<file path="config.mk">
export PLATFORM = sky130hd
export DESIGN_NAME = idma_obi_write_engine
export DESIGN_NICKNAME = d
export VERILOG_FILES = /design/src/rtl/idma_pkg.sv /design/src/rtl/fifo_v3.sv /design/src/rtl/idma_obi_write_engine.sv
export SDC_FILE = /design/constraint.sdc
export NUM_CORES = 1
export LEC_CHECK = 0
export CORE_MARGIN = 2
export CORE_UTILIZATION = 38
export DETAILED_ROUTE_END_ITERATION = 8
export PLACE_DENSITY = 0.85
export SLEW_MARGIN = 15
export SYNTH_ARGS = -nofsm -noshare
export SYNTH_HDL_FRONTEND = slang
export SYNTH_SLANG_ARGS = --single-unit
</file>
<file path="constraint.sdc">
create_clock -name clk_i -period 2.35 [get_ports clk_i]
set_clock_uncertainty 0.1 [all_clocks]
set_input_delay 0.705 -clock clk_i [delete_from_list [all_inputs] [get_ports clk_i]]
set_output_delay 0.705 -clock clk_i [all_outputs]
set_load 0.03 [all_outputs]
</file>
<file path="src/rtl/idma_pkg.sv">
// Shared types and helpers for the iDMA OBI write engine.
package idma_pkg;

    typedef enum logic [1:0] {
        IDLE,
        WAIT_DATA,
        REQ
    } obi_w_state_e;

    // Widest strobe the mask helper supports (DataWidth up to 1024).
    localparam int unsigned MaxStrbWidth = 128;

    // Byte-lane mask: lanes offset..end-1 set, end = num_bytes when tailer is 0.
    function automatic logic [MaxStrbWidth-1:0] be_mask(input int unsigned offset,
                                                        input int unsigned tailer,
                                                        input int unsigned num_bytes);
        int unsigned              stop;
        logic [MaxStrbWidth-1:0]  ones;
        ones = '1;
        stop = (tailer == 0) ? num_bytes : tailer;
        return (ones << offset) & ~(ones << stop);
    endfunction

endpackage

</file>
<file path="src/rtl/fifo_v3.sv">
// Minimal non-fall-through FIFO, port-compatible with common_cells fifo_v3.
module fifo_v3 #(
    parameter int unsigned DATA_WIDTH = 32,
    parameter int unsigned DEPTH      = 8,
    parameter int unsigned ADDR_DEPTH = (DEPTH > 1) ? $clog2(DEPTH) : 1
) (
    input  logic                  clk_i,
    input  logic                  rst_ni,
    input  logic                  flush_i,
    input  logic                  testmode_i,
    output logic                  full_o,
    output logic                  empty_o,
    output logic [ADDR_DEPTH-1:0] usage_o,
    input  logic [DATA_WIDTH-1:0] data_i,
    input  logic                  push_i,
    output logic [DATA_WIDTH-1:0] data_o,
    input  logic                  pop_i
);
    localparam int unsigned CntWidth = ADDR_DEPTH + 1;

    logic [ADDR_DEPTH-1:0] wr_ptr_q, rd_ptr_q;
    logic [CntWidth-1:0]   cnt_q;
    logic [DATA_WIDTH-1:0] mem_q [DEPTH];
    logic                  do_push, do_pop;
    logic                  unused_testmode;

    assign unused_testmode = testmode_i;
    assign full_o  = (cnt_q == CntWidth'(DEPTH));
    assign empty_o = (cnt_q == '0);
    assign usage_o = cnt_q[ADDR_DEPTH-1:0];
    assign data_o  = mem_q[rd_ptr_q];

    // A push into a full FIFO is only taken when the head leaves in the same cycle.
    assign do_push = push_i && (!full_o || pop_i);
    assign do_pop  = pop_i && !empty_o;

    function automatic logic [ADDR_DEPTH-1:0] next_ptr(input logic [ADDR_DEPTH-1:0] p);
        return (p == ADDR_DEPTH'(DEPTH - 1)) ? '0 : p + ADDR_DEPTH'(1);
    endfunction

    always_ff @(posedge clk_i or negedge rst_ni) begin
        if (!rst_ni) begin
            wr_ptr_q <= '0;
            rd_ptr_q <= '0;
            cnt_q    <= '0;
            mem_q    <= '{default: '0};
        end else if (flush_i) begin
            wr_ptr_q <= '0;
            rd_ptr_q <= '0;
            cnt_q    <= '0;
        end else begin
            if (do_push) begin
                mem_q[wr_ptr_q] <= data_i;
                wr_ptr_q        <= next_ptr(wr_ptr_q);
            end
            if (do_pop) begin
                rd_ptr_q <= next_ptr(rd_ptr_q);
            end
            if (do_push && !do_pop) begin
                cnt_q <= cnt_q + CntWidth'(1);
            end else if (!do_push && do_pop) begin
                cnt_q <= cnt_q - CntWidth'(1);
            end
        end
    end

endmodule

</file>
<file path="src/rtl/idma_obi_write_engine.sv">
// OBI write engine: merges a legalized write request with buffer data into one OBI write.
// Optional error reporting is enabled with `define IDMA_OBI_W_ERR_EN.
module idma_obi_write_engine
    import idma_pkg::*;
#(
    parameter  int unsigned DataWidth      = 32,
    parameter  int unsigned AddrWidth      = 32,
    parameter  int unsigned NumOutstanding = 4,
    localparam int unsigned StrbWidth      = DataWidth / 8,
    localparam int unsigned OffsetWidth    = $clog2(StrbWidth)
) (
    input  logic                   clk_i,
    input  logic                   rst_ni,
    input  logic                   w_req_valid_i,
    output logic                   w_req_ready_o,
    input  logic [AddrWidth-1:0]   w_req_addr_i,
    input  logic [OffsetWidth-1:0] w_req_offset_i,
    input  logic [OffsetWidth-1:0] w_req_tailer_i,
    input  logic                   w_req_last_i,
    input  logic                   buf_valid_i,
    output logic                   buf_ready_o,
    input  logic [DataWidth-1:0]   buf_data_i,
    input  logic [StrbWidth-1:0]   buf_strb_i,
    output logic                   obi_req_o,
    input  logic                   obi_gnt_i,
    output logic [AddrWidth-1:0]   obi_addr_o,
    output logic                   obi_we_o,
    output logic [StrbWidth-1:0]   obi_be_o,
    output logic [DataWidth-1:0]   obi_wdata_o,
    input  logic                   obi_rvalid_i,
    output logic                   obi_rready_o,
    input  logic                   obi_err_i,
    output logic                   rsp_valid_o,
    input  logic                   rsp_ready_i,
    output logic                   rsp_err_o,
    output logic                   busy_o
);
    localparam int unsigned UsageWidth = (NumOutstanding > 1) ? $clog2(NumOutstanding) : 1;

    obi_w_state_e           state_q, state_d;
    logic [AddrWidth-1:0]   addr_q;
    logic [OffsetWidth-1:0] offset_q, tailer_q;
    logic                   last_q;
    logic [DataWidth-1:0]   wdata_q;
    logic [StrbWidth-1:0]   be_q, be_d;
    logic                   req_hs, buf_hs, a_hs, r_beat;
    logic                   fifo_full, fifo_empty, fifo_head;
    logic [UsageWidth-1:0]  fifo_usage_unused;
    logic                   rsp_valid_q, rsp_valid_d;

    assign be_d = StrbWidth'(be_mask(32'(offset_q), 32'(tailer_q), StrbWidth)) & buf_strb_i;

    // Request sequencing; data is only taken while an outstanding slot is free.
    always_comb begin
        state_d       = state_q;
        w_req_ready_o = 1'b0;
        buf_ready_o   = 1'b0;
        obi_req_o     = 1'b0;
        case (state_q)
            IDLE: begin
                w_req_ready_o = 1'b1;
                if (w_req_valid_i) state_d = WAIT_DATA;
            end
            WAIT_DATA: begin
                if (buf_valid_i && !fifo_full) begin
                    buf_ready_o = 1'b1;
                    state_d     = REQ;
                end
            end
            REQ: begin
                obi_req_o = 1'b1;
                if (obi_gnt_i) state_d = IDLE;
            end
            default: state_d = IDLE;
        endcase
    end

    always_ff @(posedge clk_i or negedge rst_ni) begin
        if (!rst_ni) state_q <= IDLE;
        else         state_q <= state_d;
    end

    assign req_hs = w_req_valid_i && w_req_ready_o;
    assign buf_hs = buf_valid_i && buf_ready_o;
    assign a_hs   = obi_req_o && obi_gnt_i;

    always_ff @(posedge clk_i or negedge rst_ni) begin
        if (!rst_ni) begin
            addr_q   <= '0;
            offset_q <= '0;
            tailer_q <= '0;
            last_q   <= 1'b0;
            wdata_q  <= '0;
            be_q     <= '0;
        end else begin
            if (req_hs) begin
                addr_q   <= w_req_addr_i;
                offset_q <= w_req_offset_i;
                tailer_q <= w_req_tailer_i;
                last_q   <= w_req_last_i;
            end
            if (buf_hs) begin
                wdata_q <= buf_data_i;
                be_q    <= be_d;
            end
        end
    end

    assign obi_addr_o  = addr_q;
    assign obi_be_o    = be_q;
    assign obi_wdata_o = wdata_q;
    assign obi_we_o    = (state_q == REQ);

    // Tracks the last flag of every granted write until its R beat returns.
    fifo_v3 #(
        .DATA_WIDTH (1),
        .DEPTH      (NumOutstanding)
    ) i_outstanding (
        .clk_i      (clk_i),
        .rst_ni     (rst_ni),
        .flush_i    (1'b0),
        .testmode_i (1'b0),
        .full_o     (fifo_full),
        .empty_o    (fifo_empty),
        .usage_o    (fifo_usage_unused),
        .data_i     (last_q),
        .push_i     (a_hs),
        .data_o     (fifo_head),
        .pop_i      (r_beat)
    );

    assign obi_rready_o = !rsp_valid_q || rsp_ready_i;
    assign r_beat       = obi_rvalid_i && obi_rready_o;

    always_comb begin
        rsp_valid_d = rsp_valid_q;
        if (rsp_valid_q && rsp_ready_i) rsp_valid_d = 1'b0;
        if (r_beat && fifo_head)        rsp_valid_d = 1'b1;
    end

    always_ff @(posedge clk_i or negedge rst_ni) begin
        if (!rst_ni) rsp_valid_q <= 1'b0;
        else         rsp_valid_q <= rsp_valid_d;
    end

    assign rsp_valid_o = rsp_valid_q;
    assign busy_o      = (state_q != IDLE) || !fifo_empty;

`ifdef IDMA_OBI_W_ERR_EN
    logic err_q, err_d;

    // Sticky over all beats of a transfer; restarts once the response is taken.
    always_comb begin
        err_d = err_q;
        if (rsp_valid_q && rsp_ready_i) err_d = 1'b0;
        if (r_beat)                     err_d = err_d | obi_err_i;
    end

    always_ff @(posedge clk_i or negedge rst_ni) begin
        if (!rst_ni) err_q <= 1'b0;
        else         err_q <= err_d;
    end

    assign rsp_err_o = rsp_valid_q && err_q;
`else
    logic unused_err;
    assign unused_err = obi_err_i;
    assign rsp_err_o  = 1'b0;
`endif

    assert property (@(posedge clk_i) disable iff (!rst_ni) r_beat |-> !fifo_empty);

endmodule
</file>
# Word level (Yosys, flattened, before mapping)
# Cells that the tools add are included.
# word_totals
reg_bits	87
in_bits	81
# classes
add_sub_neg	4
order_cmp	3
n_eq_ne	8
n_shift	2
n_mux	21
n_bitwise	5
n_reduce_logical	27
# ops
operator	count
$shl 128x2->4 const A	1
$shl 128x3->4 const A	1
$logic_and 1x1->1	12
$mux 2	5
$mux 1	9
$mux 3	3
$and 4x4->4	2
$eq 2x2->1 const B	3
$ge 3x3->1 const B	2
$ne 2x2->1 const B	3
$not 2->3	2
$pmux 2 s3	1
$reduce_bool 2->1	3
$logic_not 1->1	5
$add 2x1->2 const B	2
$bwmux 4	1
$logic_not 2->1	2
$not 4->4	1
$add 3x1->3 const B	1
$eq 3x3->1 const B	1
$logic_not 3->1	1
$logic_or 1x1->1	3
$lt 3x1->1 const B	1
$reduce_and 3->1	1
other kinds (4)	4

# Depth between registers and ports, before layout
# Gate-level depths: netlist of the first run.
# depth
word_depth	9
ltp_mapped	9

# Modules after synthesis
# Synthesis of the first run repeated with hierarchy kept, for this count alone.
# unflattened
hier_cells	332
hier_area_um2	3866.2
# by_module_without_submodules
module	instances	cells_each	area_each_um2
idma_obi_write_engine	1	258	3075.4
fifo_v3	1	74	790.8

# Worst setup path before layout of the first run
# OpenSTA, ideal clock, no wires.
# synth_timing
path_type	register to register
start	reg state_q[0]
end	reg i_outstanding.cnt_q[2]
arrival_time_ps	2431
required_time_ps	2171
slack_ps	-260
path_stages_with_launch	10
period_less_slack_ps	2610
path_cell_list	dfrtp_1 -> nor2b_1 -> nand2_1 -> nor2_2 -> ha_1 -> inv_1 -> fa_1 -> xor2_1 -> nor2_1 -> xor2_1
# synth_via
elab_chain_len	7
elab_cells_between_ends	9
# synth_lines
item	line	source
start: declaration	idma_obi_write_engine.sv:40	obi_w_state_e state_q, state_d;
start signal: assignment	idma_obi_write_engine.sv:80	else state_q <= state_d;
$eq 2x2->1 *	idma_obi_write_engine.sv:59	case (state_q)
$mux 1 *	idma_obi_write_engine.sv:59	
net obi_req_o	idma_obi_write_engine.sv:24	output logic obi_req_o,
$logic_and 1x1->1 *	idma_obi_write_engine.sv:85	assign a_hs = obi_req_o && obi_gnt_i;
$logic_and 1x1->1 *	fifo_v3.sv:34	assign do_push = push_i && (!full_o || pop_i);
net i_outstanding.do_push	fifo_v3.sv:24	logic do_push, do_pop;
$logic_not 1->1	fifo_v3.sv:61	end else if (!do_push && do_pop) begin
$logic_and 1x1->1	fifo_v3.sv:61	
$reduce_bool 2->1 (no source line)	-	
end signal: assignment	fifo_v3.sv:60	cnt_q <= cnt_q + CntWidth'(1);
end signal: assignment	fifo_v3.sv:62	cnt_q <= cnt_q - CntWidth'(1);
end: declaration	fifo_v3.sv:22	logic [CntWidth-1:0] cnt_q;
# The timed path passes the listed nets; every way through them passes the cells marked *.
# A chain may end at the register's enable or synchronous reset.

# Final worst setup path of the first run
# layout_timing
start	reg i_outstanding.cnt_q[0]
end	out buf_ready_o
# layout_via
elab_chain_len	5
# layout_lines
item	line	source
$eq 3x3->1	fifo_v3.sv:28	assign full_o = (cnt_q == CntWidth'(DEPTH));
$logic_not 1->1	idma_obi_write_engine.sv:65	if (buf_valid_i && !fifo_full) begin
$logic_and 1x1->1	idma_obi_write_engine.sv:65	
$mux 1	idma_obi_write_engine.sv:65	
$mux 1	idma_obi_write_engine.sv:59	
end: declaration	idma_obi_write_engine.sv:21	output logic buf_ready_o,
# No other way between the ends.

==> flow_summary.json, run 1 <==
{
  "dieArea_um2": 10200,
  "syn-num-nets": 327,
  "clock_sinks": 87,
  "syn_avg_cell_area_um2": 15.1,
  "fmax_mhz": 436,
  "layout_common_cells": "145 x clkdlybuf4s50_1, 87 x dfrtp_1, 67 x mux2_2",
  "yosys_warnings": 0,
  "status": "finished, final reports clean",
  "setup_viol": 0,
  "wirelength_um": 8170,
  "fill_cells": 750,
  "power_switching_mw": 3.27,
  "first_global_vias": 2713,
  "grt_pass1_wl_um": 12700,
  "cap_violations": 0,
  "numCtsBuffers": 9,
  "io_buffers": 154,
  "power_mw": 8.27,
  "io_pins": 157,
  "gr-total-overflow": 0,
  "die_h_um": 101,
  "p_seq_frac": 0.324,
  "rsz0062_at_grt": "yes",
  "wire_per_inst_um": 15.4,
  "final_hold_viol_count": 0,
  "crit_arrival_ps": 1490,
  "synthCells": 237,
  "antenna_left": 0,
  "worst_hold_path_type": "primary input to async pin",
  "synthToLayoutAreaGrowth_pct": 56.4,
  "cts-hold-fix-buffers": 0,
  "path_class": "flop to output port",
  "start_util": 0.388,
  "period_share": 0.976,
  "first_pass_iters": 4,
  "crit_path_max_fanout": 4,
  "synth-seq-area-share": 0.610,
  "p_per_area_nw_per_um2": 1480,
  "required_ps": 1540,
  "p_leak_nw": 2.39,
  "final_nets": 504,
  "dpl.hpwl_um": 6280,
  "dpl.cell_count": 504,
  "drc": 0,
  "place_congestion": 0.728,
  "yosysUniqueCellTypes": 31,
  "cts_tree": "built",
  "whs_ps": 214,
  "power_frac_clock": 0.125,
  "slew_violations": 0,
  "pwr-share-comb": 0.551,
  "clkSlewWorstSetupHoldPaths_ps": 90,
  "layout_commonest_cell": "clkdlybuf4s50_1",
  "end_kind": "output port",
  "core_um2": 9200,
  "clkLatencyLatePin_ps": 340,
  "final_cells": 530,
  "worstSetupStartpointType": "flop",
  "cts_max_level": 3,
  "route.vias.total": 2514,
  "antenna_found_initial": 0,
  "ir_worst_vdd_mv": 0.739,
  "viasPerCell": 4.74,
  "die_w_um": 101,
  "drtIter0Drc": 38,
  "netlist_area_um2": 3570,
  "cts_root_buf": "clkbuf_8",
  "fin_tns_setup_ps": 0,
  "finalCriticalPeriod_ps": 2290,
  "drive_gt1_frac": 0.294,
  "row_count": 35,
  "globalRouteTotalUtil": 0.161,
  "cts_max_path_buffers": 2,
  "swShare": 0.396,
  "synth_seq_cells": 87,
  "internal-power_mw": 5.00,
  "grt_max_degree": 44,
  "diodes": 0
}
-- timing repair --
action | CTS | global route
setup buffers | 6 | 4
resized for setup | 10 | 8
pin swaps | 4 | 2
setup endpoints to repair | 7 | 4
-- stage by stage --
stage	instance area [µm²]	utilization	setup slack [ps]
3_3_place_gp	5310	0.577	-426
2_1_floorplan	3590	-	0.609
4_1_cts	5550	0.603	2.24
5_1_grt	5580	0.607	-16.7
6_report	5580	0.607	55.4
3_5_place_dp	5310	0.577	-449
-- worst max-delay path: stages, from the launching register on --
cell	delay [ps]
dfrtp_1	420
or3b_4	440
nand4b_4	120
inv_2	40
buf_6	130
-- worst paths after layout --
check | end | slack [ps] | depth (start not counted) | from
min in group clk_i | obi_be_o[0]$_DFFE_PN0P_ | 390 | 2 | obi_be_o[0]$_DFFE_PN0P_
setup reg to reg | i_outstanding.cnt_q[1]$_DFFE_PN0P_ | 60 | 8 | i_outstanding.cnt_q[0]$_DFFE_PN0P_
hold reg to reg | obi_be_o[0]$_DFFE_PN0P_ | 390 | 2 | obi_be_o[0]$_DFFE_PN0P_
setup / recovery | buf_ready_o | 60 | 4 | i_outstanding.cnt_q[0]$_DFFE_PN0P_
hold / removal | obi_wdata_o[6]$_DFFE_PN0P_ | 210 | 1 | rst_ni
max in group asynchronous | tailer_q[1]$_DFFE_PN0P_ | 1340 | 2 | rst_ni
-- cells by family (layout without fill, tap and decap cells) --
group / Yosys count / in the layout / share of synthesized area
DFF: 87 / 87 / 0.610
muxes: 75 / 75 / 0.241
and+or+nand+nor: 34 / 34 / 0.0547
buffers and inverters: 17 / 199 / 0.0315
AOI/OAI and AO/OA: 11 / 11 / 0.0210
adders and majority gates: 9 / 9 / 0.0337
xor gates and xnor gates: 3 / 3 / 0.00736
other: 1 / 1 / 0.00105
-- sequential cells by signal (all words and copies together) (netlist names) --
register / count
offset_q: 2
obi_be_o: 4
state_q: 2
obi_wdata_o: 32
obi_addr_o: 32
i_outstanding.mem_q: 4
i_outstanding.rd_ptr_q: 2
i_outstanding.wr_ptr_q: 2
last_q: 1
tailer_q: 2
rsp_valid_o: 1
i_outstanding.cnt_q: 3
-- layer usage --
metal	global-route usage	part of all wire	vias to the layer above	wire length, µm
met5	0	0	-	0
met3	0.0479	0.067	9	548
met4	0.0520	0.012	0	96
met1	0.183	0.39	1241	3180
met2	0.289	0.53	95	4340
li1	-	-	1169	-
-- cell type report --
class | instances | area (µm²) | share of cell area
flip-flops and latches | 87 | 2180 | 0.390
clock buffers | 9 | 124 | 0.0222
multi-input cells | 133 | 1310 | 0.235
inverters | 7 | 26.3 | 0.00471
well taps | 111 | 139 | 0.0249
clock inverters | 7 | 71.3 | 0.0128
repair buffers | 176 | 1740 | 0.311
-- Yosys cell counts (all sizes together) --
cell,n,share of area
xor2,2,0.0049
xnor2,1,0.0025
nand2,14,0.015
nor3,2,0.0028
o21bai,1,0.0021
conb,1,0.0011
a21o,1,0.0021
ha,8,0.028
mux4,1,0.0063
a21oi,1,0.0046
fa,1,0.0056
nand3b,2,0.0042
mux2,74,0.23
nor4,1,0.0018
and2,1,0.0018
o21ai,7,0.0098
or2b,1,0.0025
nor2b,1,0.0018
nor2,6,0.0070
inv,7,0.0074
nor3b,4,0.0084
buf,10,0.024
a311oi,1,0.0025
dfrtp,87,0.61
or3b,1,0.0032
nand4b,1,0.0067
-- power groups by stage --
stage,clock network (mW),registers (mW),logic [mW]
after global placement,0,2.67,4.40
after floorplan,0,3.88,1.47
after detailed placement,0,2.73,4.49
final,1.03,2.68,4.55
after CTS,1.07,2.69,4.56
after global routing,1.14,2.79,4.82
Power figures use the tool's default switching activity.
==> run 2, diff against run 1 <==
CORE_ASPECT_RATIO = 1.2   (was default)
GPL_TIMING_DRIVEN = 0   (was default)
SLEW_MARGIN = default   (was 15)
==> flow_summary.json, run 2 (synthesis gave the netlist of run 1 again) <==
{
  "reg2reg_to": "i_outstanding.cnt_q[1]$_DFFE_PN0P_",
  "row_count": 38,
  "cts_max_path_buffers": 2,
  "cts-hold-fix-buffers": 0,
  "power_mw": 8.00,
  "utilization": 0.608,
  "internal-power_mw": 4.82,
  "drive_gt1_frac": 0.277,
  "io_pins": 157,
  "p_leak_nw": 2.37,
  "start_util": 0.393,
  "clock_sinks": 87,
  "wirelength_um": 7950,
  "pwr-share-comb": 0.557,
  "place_area_um2": 5310,
  "die_h_um": 110,
  "crit_path_max_fanout": 5,
  "drtIter0Drc": 22,
  "antenna_found_initial": 0,
  "swShare": 0.398,
  "final_nets": 499,
  "final_cell_area_um2": 5520,
  "required_ps": 1540,
  "rrSetupSlack_ps": 80,
  "cts_tree": "built",
  "globalRouteTotalUtil": 0.161,
  "clkLatencyLatePin_ps": 350,
  "worstSetupStartpointType": "flop",
  "gr-total-overflow": 0,
  "layout_commonest_cell": "clkdlybuf4s50_1",
  "rsz0062_at_grt": "yes",
  "path_class": "flop to output port",
  "end_kind": "output port",
  "io_buffers": 154,
  "diodes": 0,
  "dpl.cell_count": 512,
  "fmax_mhz": 429,
  "crit_start": "state_q[0]$_DFFE_PN0P_",
  "r2r_cells": 7,
  "antenna_left": 0,
  "place_congestion": 0.746,
  "viasPerCell": 4.61,
  "status": "finished, final reports clean",
  "first_pass_iters": 4,
  "r2r-start": "i_outstanding.cnt_q[1]$_DFFE_PN0P_",
  "p_per_area_nw_per_um2": 1450,
  "cts_max_level": 3,
  "route.vias.total": 2454,
  "crit_arrival_ps": 1520,
  "p_seq_frac": 0.337,
  "finalCriticalPeriod_ps": 2330,
  "worst_hold_path_type": "primary input to async pin",
  "dieArea_um2": 10200,
  "numCtsBuffers": 9,
  "final_hold_viol_count": 0,
  "final_cells": 532,
  "setup_viol": 0,
  "die_w_um": 92.5,
  "ir_worst_vdd_mv": 0.584,
  "slew_violations": 0,
  "synthToLayoutAreaGrowth_pct": 54.6,
  "power_frac_clock": 0.106,
  "power_switching_mw": 3.18,
  "whs_ps": 246,
  "core_um2": 9080,
  "grt_pass1_wl_um": 12700,
  "worstMarginPinSlew_ps": 556,
  "wire_per_inst_um": 14.9,
  "grt_max_degree": 46,
  "period_share": 0.991,
  "clkSlewWorstSetupHoldPaths_ps": 70,
  "cts_root_buf": "clkbuf_8",
  "cap_violations": 0,
  "first_global_vias": 2697,
  "slew_headroom": 0.629,
  "layout_common_cells": "143 x clkdlybuf4s50_1, 85 x dfrtp_1, 67 x mux2_2",
  "drc": 0,
  "dpl.hpwl_um": 6170
}
## run 2: per-layer routing
| layer | track usage | vias up | routed length, µm |
|---|---|---|---|
| li1 | - | 1153 | - |
| met1 | 0.182 | 1174 | 3080 |
| met2 | 0.274 | 115 | 3950 |
| met3 | 0.0503 | 12 | 743 |
| met4 | 0.0853 | 0 | 171 |
| met5 | 0 | - | 0 |
## run 2: worst max-delay path by stage
| stage | end | slack (ps) | cells past startpoint |
|---|---|---|---|
| detailed placement | buf_ready_o | -840 | 5 |
| CTS | buf_ready_o | -170 | 4 |
| floorplan | i_outstanding.cnt_q[1]$_DFFE_PN0P_ | 0.6 | 7 |
| finish | obi_we_o | 20 | 3 |
| global route | obi_we_o | -60 | 3 |
| global placement | obi_addr_o[15]$_DFFE_PN0P_ | -2620 | 1 |
## run 2: layout make-up
type	instances	area, µm²
well taps	120	150
inverters	7	26.3
clock buffers	12	135
plain buffers	9	81.3
multi-input cells	133	1320
clock inverters	2	10.0
repair buffers	162	1620
fillers	750	3560
flip-flops and latches	87	2180
## run 2: stage by stage
step | TNS (ps) | setup WS, ps
after floorplan | 0 | 0.609
after global placement | -229350 | -2620
after detailed placement | -2290 | -837
after CTS | -171 | -171
after global routing | -131 | -63.4
final | 0 | 21.5
## run 2: repair_timing
action,CTS,global route
pin swaps,2,1
resized for setup,21,10
setup endpoints to repair,8,5
setup buffers,2,5
## run 2: power groups by stage
stage	Combinational, mW	Sequential, mW	Clock [mW]
floorplan	1.47	3.88	0
global placement	4.34	2.67	0
detailed placement	4.44	2.73	0
CTS	4.45	2.71	0.888
global route	4.75	2.80	0.945
finish	4.46	2.70	0.846
## run 2: worst max-delay path, stage by stage (launching register included)
cell and delay (ps):
dfrtp_1 460, nor2b_2 280, buf_4 160, clkdlybuf4s15_2 280
